--- src/rtl/instr_fetch_queue.sv ---
// instr_fetch_queue: fetch-PC owner and DEPTH-entry {pc, instr} FIFO between imem and decode.
module instr_fetch_queue #(
  parameter int XLEN = 64,
  parameter int ILEN = 32,
  parameter int DEPTH = 4,
  parameter logic [XLEN-1:0] RESET_PC = '0
) (
  input  logic                       clk,
  input  logic                       reset,
  output logic [XLEN-1:0]            fetch_pc,
  input  logic                       in_valid,
  output logic                       in_ready,
  input  logic [ILEN-1:0]            in_instr,
  output logic                       out_valid,
  input  logic                       out_ready,
  output logic [ILEN-1:0]            out_instr,
  output logic [XLEN-1:0]            out_pc,
  input  logic                       flush,
  input  logic [XLEN-1:0]            flush_pc,
  output logic [$clog2(DEPTH+1)-1:0] count
);
  localparam int AW = $clog2(DEPTH);
  localparam int CW = $clog2(DEPTH+1);
  logic [XLEN-1:0] fetch_pc_q, fetch_pc_d;
  logic [AW-1:0] wr_ptr_q, wr_ptr_d, rd_ptr_q, rd_ptr_d;
  logic [CW-1:0] count_q, count_d;
  logic [ILEN-1:0] instr_q [DEPTH];
  logic [ILEN-1:0] instr_d [DEPTH];
  logic [XLEN-1:0] pc_q [DEPTH];
  logic [XLEN-1:0] pc_d [DEPTH];
  logic full, empty, push, pop;
  always_comb begin
    full = count_q == CW'(DEPTH);
    empty = count_q == '0;
    in_ready = !full && !flush && !reset;
    out_valid = !empty && !flush;
    push = in_valid && in_ready;
    pop = out_valid && out_ready;
    fetch_pc = fetch_pc_q;
    count = count_q;
    out_instr = empty ? '0 : instr_q[rd_ptr_q];
    out_pc = empty ? '0 : pc_q[rd_ptr_q];
    fetch_pc_d = flush ? {flush_pc[XLEN-1:2], 2'b00} : push ? fetch_pc_q + XLEN'(4) : fetch_pc_q;
    wr_ptr_d = flush ? '0 : push ? wr_ptr_q + AW'(1) : wr_ptr_q;
    rd_ptr_d = flush ? '0 : pop ? rd_ptr_q + AW'(1) : rd_ptr_q;
    count_d = flush ? '0 : count_q + CW'(push) - CW'(pop);
    instr_d = instr_q;
    pc_d = pc_q;
    if (push) begin
      instr_d[wr_ptr_q] = in_instr;
      pc_d[wr_ptr_q] = fetch_pc_q;
    end
  end
  always_ff @(posedge clk or posedge reset) begin
    if (reset) begin
      fetch_pc_q <= RESET_PC;
      wr_ptr_q <= '0;
      rd_ptr_q <= '0;
      count_q <= '0;
    end else begin
      fetch_pc_q <= fetch_pc_d;
      wr_ptr_q <= wr_ptr_d;
      rd_ptr_q <= rd_ptr_d;
      count_q <= count_d;
    end
  end
  // payload needs no reset: outputs are masked while the queue is empty
  always_ff @(posedge clk) begin
    instr_q <= instr_d;
    pc_q <= pc_d;
  end
endmodule

--- config.mk ---
export PLATFORM = sky130hd
export DESIGN_NAME = instr_fetch_queue
export DESIGN_NICKNAME = d
export VERILOG_FILES = /design/src/rtl/instr_fetch_queue.sv
export SDC_FILE = /design/constraint.sdc
export NUM_CORES = 1
export LEC_CHECK = 0
export BUFFER_PORTS_ARGS = -buffer_cell sky130_fd_sc_hd__buf_2
export CAP_MARGIN = 20
export CORE_UTILIZATION = 30
export DETAILED_ROUTE_END_ITERATION = 7
export HOLD_SLACK_MARGIN = 0.1
export PLACE_DENSITY = 0.48
export SYNTH_ARGS = -nofsm -noshare
export SYNTH_HDL_FRONTEND = slang
export SYNTH_SLANG_ARGS = --single-unit
export TNS_END_PERCENT = 1
--- constraint.sdc ---
create_clock -name clk -period 9.6 [get_ports clk]
set_input_delay 0.48 -clock clk [delete_from_list [all_inputs] [get_ports clk]]
set_output_delay 0.48 -clock clk [all_outputs]
set_load 0.02 [all_outputs]
=== Word level (Yosys, flattened, before mapping) ===
Index checks and enable logic that the tools add are counted.
W data, S select, Z words.

* Flip-flop bits (word level): 455
* Input bits: 101
* Output and inout port bits: 165
* Logic and storage cells: 57

* $add $sub $neg: 5
* Magnitude comparators: 3
* Equality and inequality tests: 1
* Multiplexer cells: 21
* Bitwise gates (word level): 2
* Reduce and logical (&&, ||, !) cells: 13

{| class="wikitable"
|+ Operators with widths
! kind !! count
|-
| $mux W64 || 6
|-
| $bwmux W256 || 1
|-
| $bmux W64 S2 || 1
|-
| $bwmux W128 || 1
|-
| $demux W64 S2 || 1
|-
| $mux W32 || 4
|-
| $add A64 B3 Y64 const B || 1
|-
| $bmux W32 S2 || 1
|-
| $demux W32 S2 || 1
|-
| $mux W2 || 4
|-
| $ge A3 B3 Y1 const B || 2
|-
| $logic_and A1 B1 Y1 || 6
|-
| $not A2 Y3 || 2
|-
| $add A2 B1 Y2 const B || 2
|-
| $logic_not A1 Y1 || 4
|-
| $reduce_bool A2 Y1 || 2
|-
| $add A3 B1 Y3 || 1
|-
| $eq A3 B3 Y1 const B || 1
|-
| $logic_not A3 Y1 || 1
|-
| $lt A3 B1 Y1 const B || 1
|-
| $mux W3 || 1
|-
| $sub A3 B1 Y3 || 1
|}

=== Longest topological paths before layout ===
Gate-level depths: netlist of run 1.

* Word-level depth: 8
* Mapped depth: 13
* Depth with buffers taken out: 10

=== Worst setup path after synthesis of run 1 ===
Ideal clock, no wire load.

* Path kind: register -> register
* Start point: reg count_q[2] (netlist: count[2])
* End point: reg instr_q[0] in the netlist's numbering, enable pin
* Library setup time: 463 ps
* Arrival: 3,945 ps
* Data required time: 9,137 ps
* Slack: 5,192 ps
* Cell stages (with the launch flop): 8
* Period minus slack after synthesis: 4,408 ps
* Path through: dfrtp_1 nor3b_1 clkbuf_1 nor3_1 buf_2 buf_2 clkbuf_1 and2_1

* Longest elaborated chain between the ends: 5

{| class="wikitable"
|+ Ends and longest elaborated chain
! what !! line !! RTL
|-
| start: declaration || 26 || <nowiki>logic [CW-1:0] count_q, count_d;</nowiki>
|-
| start signal: assignment || 64 || <nowiki>count_q <= count_d;</nowiki>
|-
| $eq A3 B3 Y1 || 33 || <nowiki>full = count_q == CW'(DEPTH);</nowiki>
|-
| $logic_not A1 Y1 || 35 || <nowiki>in_ready = !full && !flush && !reset;</nowiki>
|-
| $logic_and A1 B1 Y1 (2 in a row) || 35 ||
|-
| $logic_and A1 B1 Y1 || 37 || <nowiki>push = in_valid && in_ready;</nowiki>
|-
| end signal: assignment || 69 || <nowiki>instr_q <= instr_d;</nowiki>
|-
| end: declaration || 27 || <nowiki>logic [ILEN-1:0] instr_q [DEPTH];</nowiki>
|}

No other way between the ends.
A chain may end at the register's enable or synchronous reset.

=== Final worst setup path of run 1 ===
* Start point: reg rd_ptr_q[0]
* End point: out out_instr[29]

* Longest elaborated chain between the ends: 5

{| class="wikitable"
|+ Ends and longest elaborated chain
! what !! line !! RTL
|-
| start: declaration || 25 || <nowiki>logic [AW-1:0] wr_ptr_q, wr_ptr_d, rd_ptr_q, rd_ptr_d;</nowiki>
|-
| start signal: assignment || 63 || <nowiki>rd_ptr_q <= rd_ptr_d;</nowiki>
|-
| $not A2 Y3 (implied by the code) || 41 || <nowiki>out_instr = empty ? '0 : instr_q[rd_ptr_q];</nowiki>
|-
| $bmux W32 S2 || 41 ||
|-
| $mux W32 (implied by the code) (2 in a row) || 41 ||
|-
| $mux W32 || 41 ||
|-
| end: declaration || 16 || <nowiki>output logic [ILEN-1:0] out_instr,</nowiki>
|}

No other way between the ends. The select of a mux whose other input is x is not followed.

==> flow_summary.ini, run 1 <==
[yosys]
synth_enable_flop_cells = 376
ys.flop_type = sky130_fd_sc_hd__edfxtp_1
netlist_area_pre_place_um2 = 18600
synth_top_area_frac = 0.606
post_synth_num_cell_types = 57
synthArstFlopShare = 0.155
synth-seq-area-share = 0.699
avgSynthCellArea_um2 = 16.7
ys.warnings.count = 0
synth_area_leaders = sky130_fd_sc_hd__edfxtp_1, sky130_fd_sc_hd__mux4_2, sky130_fd_sc_hd__dfrtp_1
yosysTopAreaCell = sky130_fd_sc_hd__edfxtp_1
netlist_instances = 1115
number_of_synthesized_register_bits = 445

[timing]
final-setup-viol-count = 0
fin_worst_skew_ns = 0.0268
timing_hold_violations_final = 0
finalSetupTns_ns = 0
final_critical_path_time_including_i_o_delays_and_setup_ns = 3.74
post-route-worst-setup-slack_ns = 5.86
fmax_mhz = 268
period_utilization = 0.389
timing_worst_slew_pin_value_ns = 1.04
rsz0062_at_grt = false
slew_viol_final = 0
max_slew_margin = 0.306

[cts]
post-cts-setup-buffers = 0
cts-buffers-inserted = 51
tritoncts = yes
insertion_delay_ns = 0.60
cts.root.buffer_cell = sky130_fd_sc_hd__clkbuf_16
number_of_clock_sinks = 445
max-clock-path-buffers = 3
cts.htree.levels = 2
clkSlewWorstSetupHoldPaths_ns = 0.06
ctsResizeCount = 0

[critical_path]
cpPeakStageDelay_ns = 0.89
worstReg2RegStart = count[2]
worstPathBufferInverterCount = 2
timing.critical_path.slowest_stage_cell = sky130_fd_sc_hd__dfrtp_4
reg2reg_depth = 6
crit_chain = buf_4, mux4_2, and2_1, buf_2
critical_path_class = register to output pin
critical_path_required_ns = 9.12
crit_family = buffers and inverters
worst_setup_path_start_kind = register
worst-path-stages = 4
startpoint = rd_ptr_q[0]
critical_path_maximum_fanout = 39
critical_path_arrival_ns = 3.26
endpoint_kind = output pin

[drt]
detailroute.via_count = 11400
remaining_drc_errors = 0
drt-vias-per-instance = 5.08
finalWirelength_um = 53100
first_iter_violations = 785
route.antenna.remaining_nets = 0
drt_first_pass_iters = 4
routedWlPerCell_um = 23.6

[layout]
most_common_library_cell_in_the_layout_ignoring_fill_and_taps = sky130_fd_sc_hd__edfxtp_1
most-common-layout-cells = sky130_fd_sc_hd__edfxtp_1, sky130_fd_sc_hd__buf_2, sky130_fd_sc_hd__and2_1
finish.utilization = 0.375
fillers = 5773
final_cell_area_um2 = 22800
flow.area_growth_from_synthesis_pct = 22.6
drive_above_1_share = 0.324
nets = 1536

[die]
placementRows = 90
die_span_in_x_um = 251
floorplan.io_pins = 266
die-height_um = 251
start_util = 0.306
core_region_area_um2 = 60800
dieArea_um2 = 63100

[pwr]
intPower_uw = 3820
clk_network_pwr_share = 0.337
maximum_vdd_ir_drop_uv = 119
leakagePower_uw = 0.00800
pwr_density_cell_nw_per_um2 = 241
combPwrFrac = 0.238
switchingPower_uw = 1700
power.sequential.fraction = 0.426
total_chip_power_uw = 5510
sw_ratio = 0.308

[global_route]
grt_util_all_layers = 0.167
grt_pass1_wl_um = 78100
grt_remaining_overflow = 0
first_global_vias = 11600
grt_max_degree = 70
grt_antenna_before_repair = 4

[min_path]
min_path_type = input pin to register
worst_hold_path_cells = 2
timing.hold.worst.start = flush_pc[30]

[status]
status = finished clean

[placement]
dp_hpwl_um = 32400
detailed_place.area_um2 = 20800
detailedPlace.worstSlack_ns = 6.06
place_congestion = 0.781
place.port_buffers = 259

[run]
maxCapViolations = 0
[per-layer routing]
metal,global-route usage,wire length [µm],up-vias
met3,0.0312,3250,68
met1,0.230,23400,5926
met5,0,24,-
met2,0.274,25500,370
met4,0.0382,884,4
li1,-,-,5058
[cell usage after synthesis (all sizes together), types with 12 or more instances]
cell    instances
nor2           32
edfxtp        376
clkbuf         37
nor3           13
nand3          41
mux4           94
o21ai          25
xor2           15
o211ai         17
inv            13
nor4           18
and2          105
nand2          81
dfrtp          69
or4            12
nand4          41
o311ai         18
buf            24
[area by class of cell]
class / instances / area (µm²) / area share
Timing Repair Buffer: 317 / 1850 / 0.0810
Tap cell: 782 / 978 / 0.0429
Multi-Input combinational cell: 599 / 5330 / 0.234
Antenna cell: 2 / 5.00 / 0.000219
Clock inverter: 24 / 208 / 0.00910
Sequential cell: 445 / 13000 / 0.571
Inverter: 13 / 48.8 / 0.00214
Clock buffer: 67 / 1380 / 0.0604
[cell families (layout without fill, tap and decap cells)]
family	count (synthesis)	count (layout)	synth area share
flops	445	445	0.699
buf+inv	74	421	0.0167
mux	99	99	0.117
xor+xnor	21	21	0.00988
simple gates	373	373	0.116
fa+ha+maj	8	8	0.00578
compound gates	94	94	0.0358
other cells	1	6	0.000201
[repair_timing]
action                     4_1_cts  5_1_grt
hold endpoints to repair       134       29
setup endpoints to repair        0        0
hold buffers                    38        1
[sequential cells by signal (all words and copies together), names as in the netlist]
register  count
count         3
fetch_pc     62
instr_q     128
pc_q        248
rd_ptr_q      2
wr_ptr_q      2
[worst paths after layout]
check / slack (ns) / to
setup / recovery: 5.86 / out_instr[29]
min in group asynchronous: 0.57 / fetch_pc[42]
hold reg to reg: 0.57 / wr_ptr_q[0]
max in group asynchronous: 8.38 / rd_ptr_q[1]
setup reg to reg: 6.23 / pc_q[69]
hold / removal: 0.14 / fetch_pc[30]
[power groups by stage]
stage / combinational, µW / clock, µW / sequential [µW]
global route: 1420 / 1980 / 2360
finish: 1310 / 1860 / 2350
global placement: 1330 / 0 / 2380
CTS: 1350 / 1920 / 2350
floorplan: 870 / 0 / 2340
detailed placement: 1330 / 0 / 2390
[stage by stage]
stage	std cells	hold WS [ns]
2_1_floorplan	1118	0.513
3_3_place_gp	2116	0.548
3_5_place_dp	2116	0.561
4_1_cts	2245	0.101
5_1_grt	2248	0.119
6_report	2249	0.136
No activity file was read; power rests on OpenSTA's default activity.
==> run 2: changes to the inputs <==
- PLACE_DENSITY: 0.48 -> 0.5
- clock period: 9.6 -> 3.4 ns (I/O delays scaled with it)
==> flow_summary.ini, run 2 (synthesized netlist as in run 1, its figures left out) <==
[drt]
route.antenna.remaining_nets = 0
detailroute.via_count = 11500
routedWlPerCell_um = 23.0
finalWirelength_um = 53500
drt-vias-per-instance = 4.97
first_iter_violations = 761
drt_first_pass_iters = 6
remaining_drc_errors = 0

[critical_path]
crit_chain = nand3_1, nor4_1, nand4_1, or4_1, nand3_1, dlygate4sd3_1
crit_family = simple AND/OR/NAND/NOR gates
worst_setup_path_start_kind = register
critical_path_required_ns = 3.94
r2r_slack_ns = 0.30
critical_path_class = register to register
startpoint = fetch_pc[3]
endpoint_kind = register
reg2reg_depth = 6
worstReg2RegStart = fetch_pc[3]
worstPathBufferInverterCount = 1
rr_endpoint = fetch_pc[57]
critical_path_arrival_ns = 3.64
cpPeakStageDelay_ns = 0.58
critical_path_maximum_fanout = 10
timing.critical_path.slowest_stage_cell = sky130_fd_sc_hd__or4_1
cell_mode_on_critical_path = sky130_fd_sc_hd__nand3_1

[layout]
most_common_library_cell_in_the_layout_ignoring_fill_and_taps = sky130_fd_sc_hd__edfxtp_1
register_bank_with_the_most_flops = pc_q
final-instance-count-excl-fill = 2322
finish.utilization = 0.390
most-common-layout-cells = sky130_fd_sc_hd__edfxtp_1, sky130_fd_sc_hd__buf_2, sky130_fd_sc_hd__and2_1
nets = 1609
largest_register_ff_count = 248
num_antenna_cells = 0
final_cell_area_um2 = 23700
flow.area_growth_from_synthesis_pct = 27.5
drive_above_1_share = 0.319

[cts]
clkSlewWorstSetupHoldPaths_ns = 0.06
insertion_delay_ns = 0.60
cts.root.buffer_cell = sky130_fd_sc_hd__clkbuf_16
post-cts-setup-buffers = 0
tritoncts = yes
cts-buffers-inserted = 51
max-clock-path-buffers = 3
number_of_clock_sinks = 445
cts.htree.levels = 2

[timing]
holdWs_ns = 0.257
slew_viol_final = 0
rsz0062_at_grt = false
timing_worst_slew_pin_value_ns = 0.791
fin_worst_skew_ns = 0.0240
max_slew_margin = 0.472
period_utilization = 0.911
final-setup-viol-count = 0
timing_hold_violations_final = 0
final_critical_path_time_including_i_o_delays_and_setup_ns = 3.10
fmax_mhz = 323

[placement]
place_congestion = 0.747
dp.cells = 2130
place.port_buffers = 259
dp_hpwl_um = 34100
detailed_place.area_um2 = 21000

[pwr]
combPwrFrac = 0.239
clk_network_pwr_share = 0.350
sw_ratio = 0.302
leakagePower_uw = 0.00841
switchingPower_uw = 4850
power.sequential.fraction = 0.411
pwr_density_cell_nw_per_um2 = 675
intPower_uw = 11200
maximum_vdd_ir_drop_uv = 347

[die]
placementRows = 90
core_region_area_um2 = 60800
die_span_in_x_um = 251
floorplan.io_pins = 266
start_util = 0.306
die-height_um = 251
dieArea_um2 = 63100

[status]
status = finished clean

[global_route]
first_global_vias = 11800
grt_util_all_layers = 0.169
grt_pass1_wl_um = 78800
grt_max_degree = 64
grt_remaining_overflow = 0
grt_antenna_before_repair = 3

[min_path]
min_path_type = input pin to async pin

[run]
maxCapViolations = 0
## run 2: power groups by stage
stage / Clock (µW) / Combinational, µW / Sequential (µW)
after floorplan: 0 / 2460 / 6600
after global placement: 0 / 3840 / 6690
after detailed placement: 0 / 3840 / 6710
after CTS: 5780 / 3940 / 6600
after global routing: 6000 / 4140 / 6640
final: 5610 / 3840 / 6580
## run 2: what timing repair did
item                                    in CTS  in global routing
hold buffers                                99                  0
gates resized for setup                      0                  0
hold endpoints to repair                   232                  0
endpoints found under the setup margin       0                  0
## run 2: how the worst max path moves through the flow
| stage | end | slack (ns) | depth (start not counted) |
|---|---|---|---|
| finish | fetch_pc[57] | 0.30 | 6 |
| floorplan | instr_q[100] | -1.01 | 7 |
| global route | fetch_pc[57] | 0.18 | 6 |
| CTS | fetch_pc[57] | 0.34 | 6 |
| detailed placement | fetch_pc[52] | 0.60 | 6 |
| global placement | fetch_pc[52] | 0.65 | 6 |
## run 2: routing by layer
| metal | wire length, µm | vias to the layer above | track usage |
|---|---|---|---|
| li1 | - | 5192 | - |
| met5 | 36 | - | 0 |
| met3 | 2970 | 65 | 0.0333 |
| met1 | 23900 | 5931 | 0.233 |
| met2 | 25700 | 350 | 0.272 |
| met4 | 819 | 6 | 0.0399 |
## run 2: worst reg2reg max path, cell delays in order, from the launching register on
cell and delay, ns:
sky130_fd_sc_hd__dfrtp_1 0.56, sky130_fd_sc_hd__nand3_1 0.35, sky130_fd_sc_hd__nor4_1 0.52, sky130_fd_sc_hd__nand4_1 0.42
sky130_fd_sc_hd__or4_1 0.58, sky130_fd_sc_hd__nand3_1 0.08, sky130_fd_sc_hd__dlygate4sd3_1 0.54
## run 2: metrics by stage
stage | setup TNS [ns] | total power [µW] | worst slack, ns
6_report | 0 | 16000 | 0.301
5_1_grt | 0 | 16800 | 0.181
3_3_place_gp | 0 | 10500 | 0.647
4_1_cts | 0 | 16300 | 0.338
2_1_floorplan | -284.30 | 9060 | -1.01
3_5_place_dp | 0 | 10600 | 0.597
## run 2: cell type report
class	instances	area (µm²)
Inverter	13	50.0
Clock buffer	64	1380
Clock inverter	29	329
Timing Repair Buffer	390	2650
Fill cell	5713	37100
Tap cell	782	978
Sequential cell	445	13000
Multi-Input combinational cell	599	5330
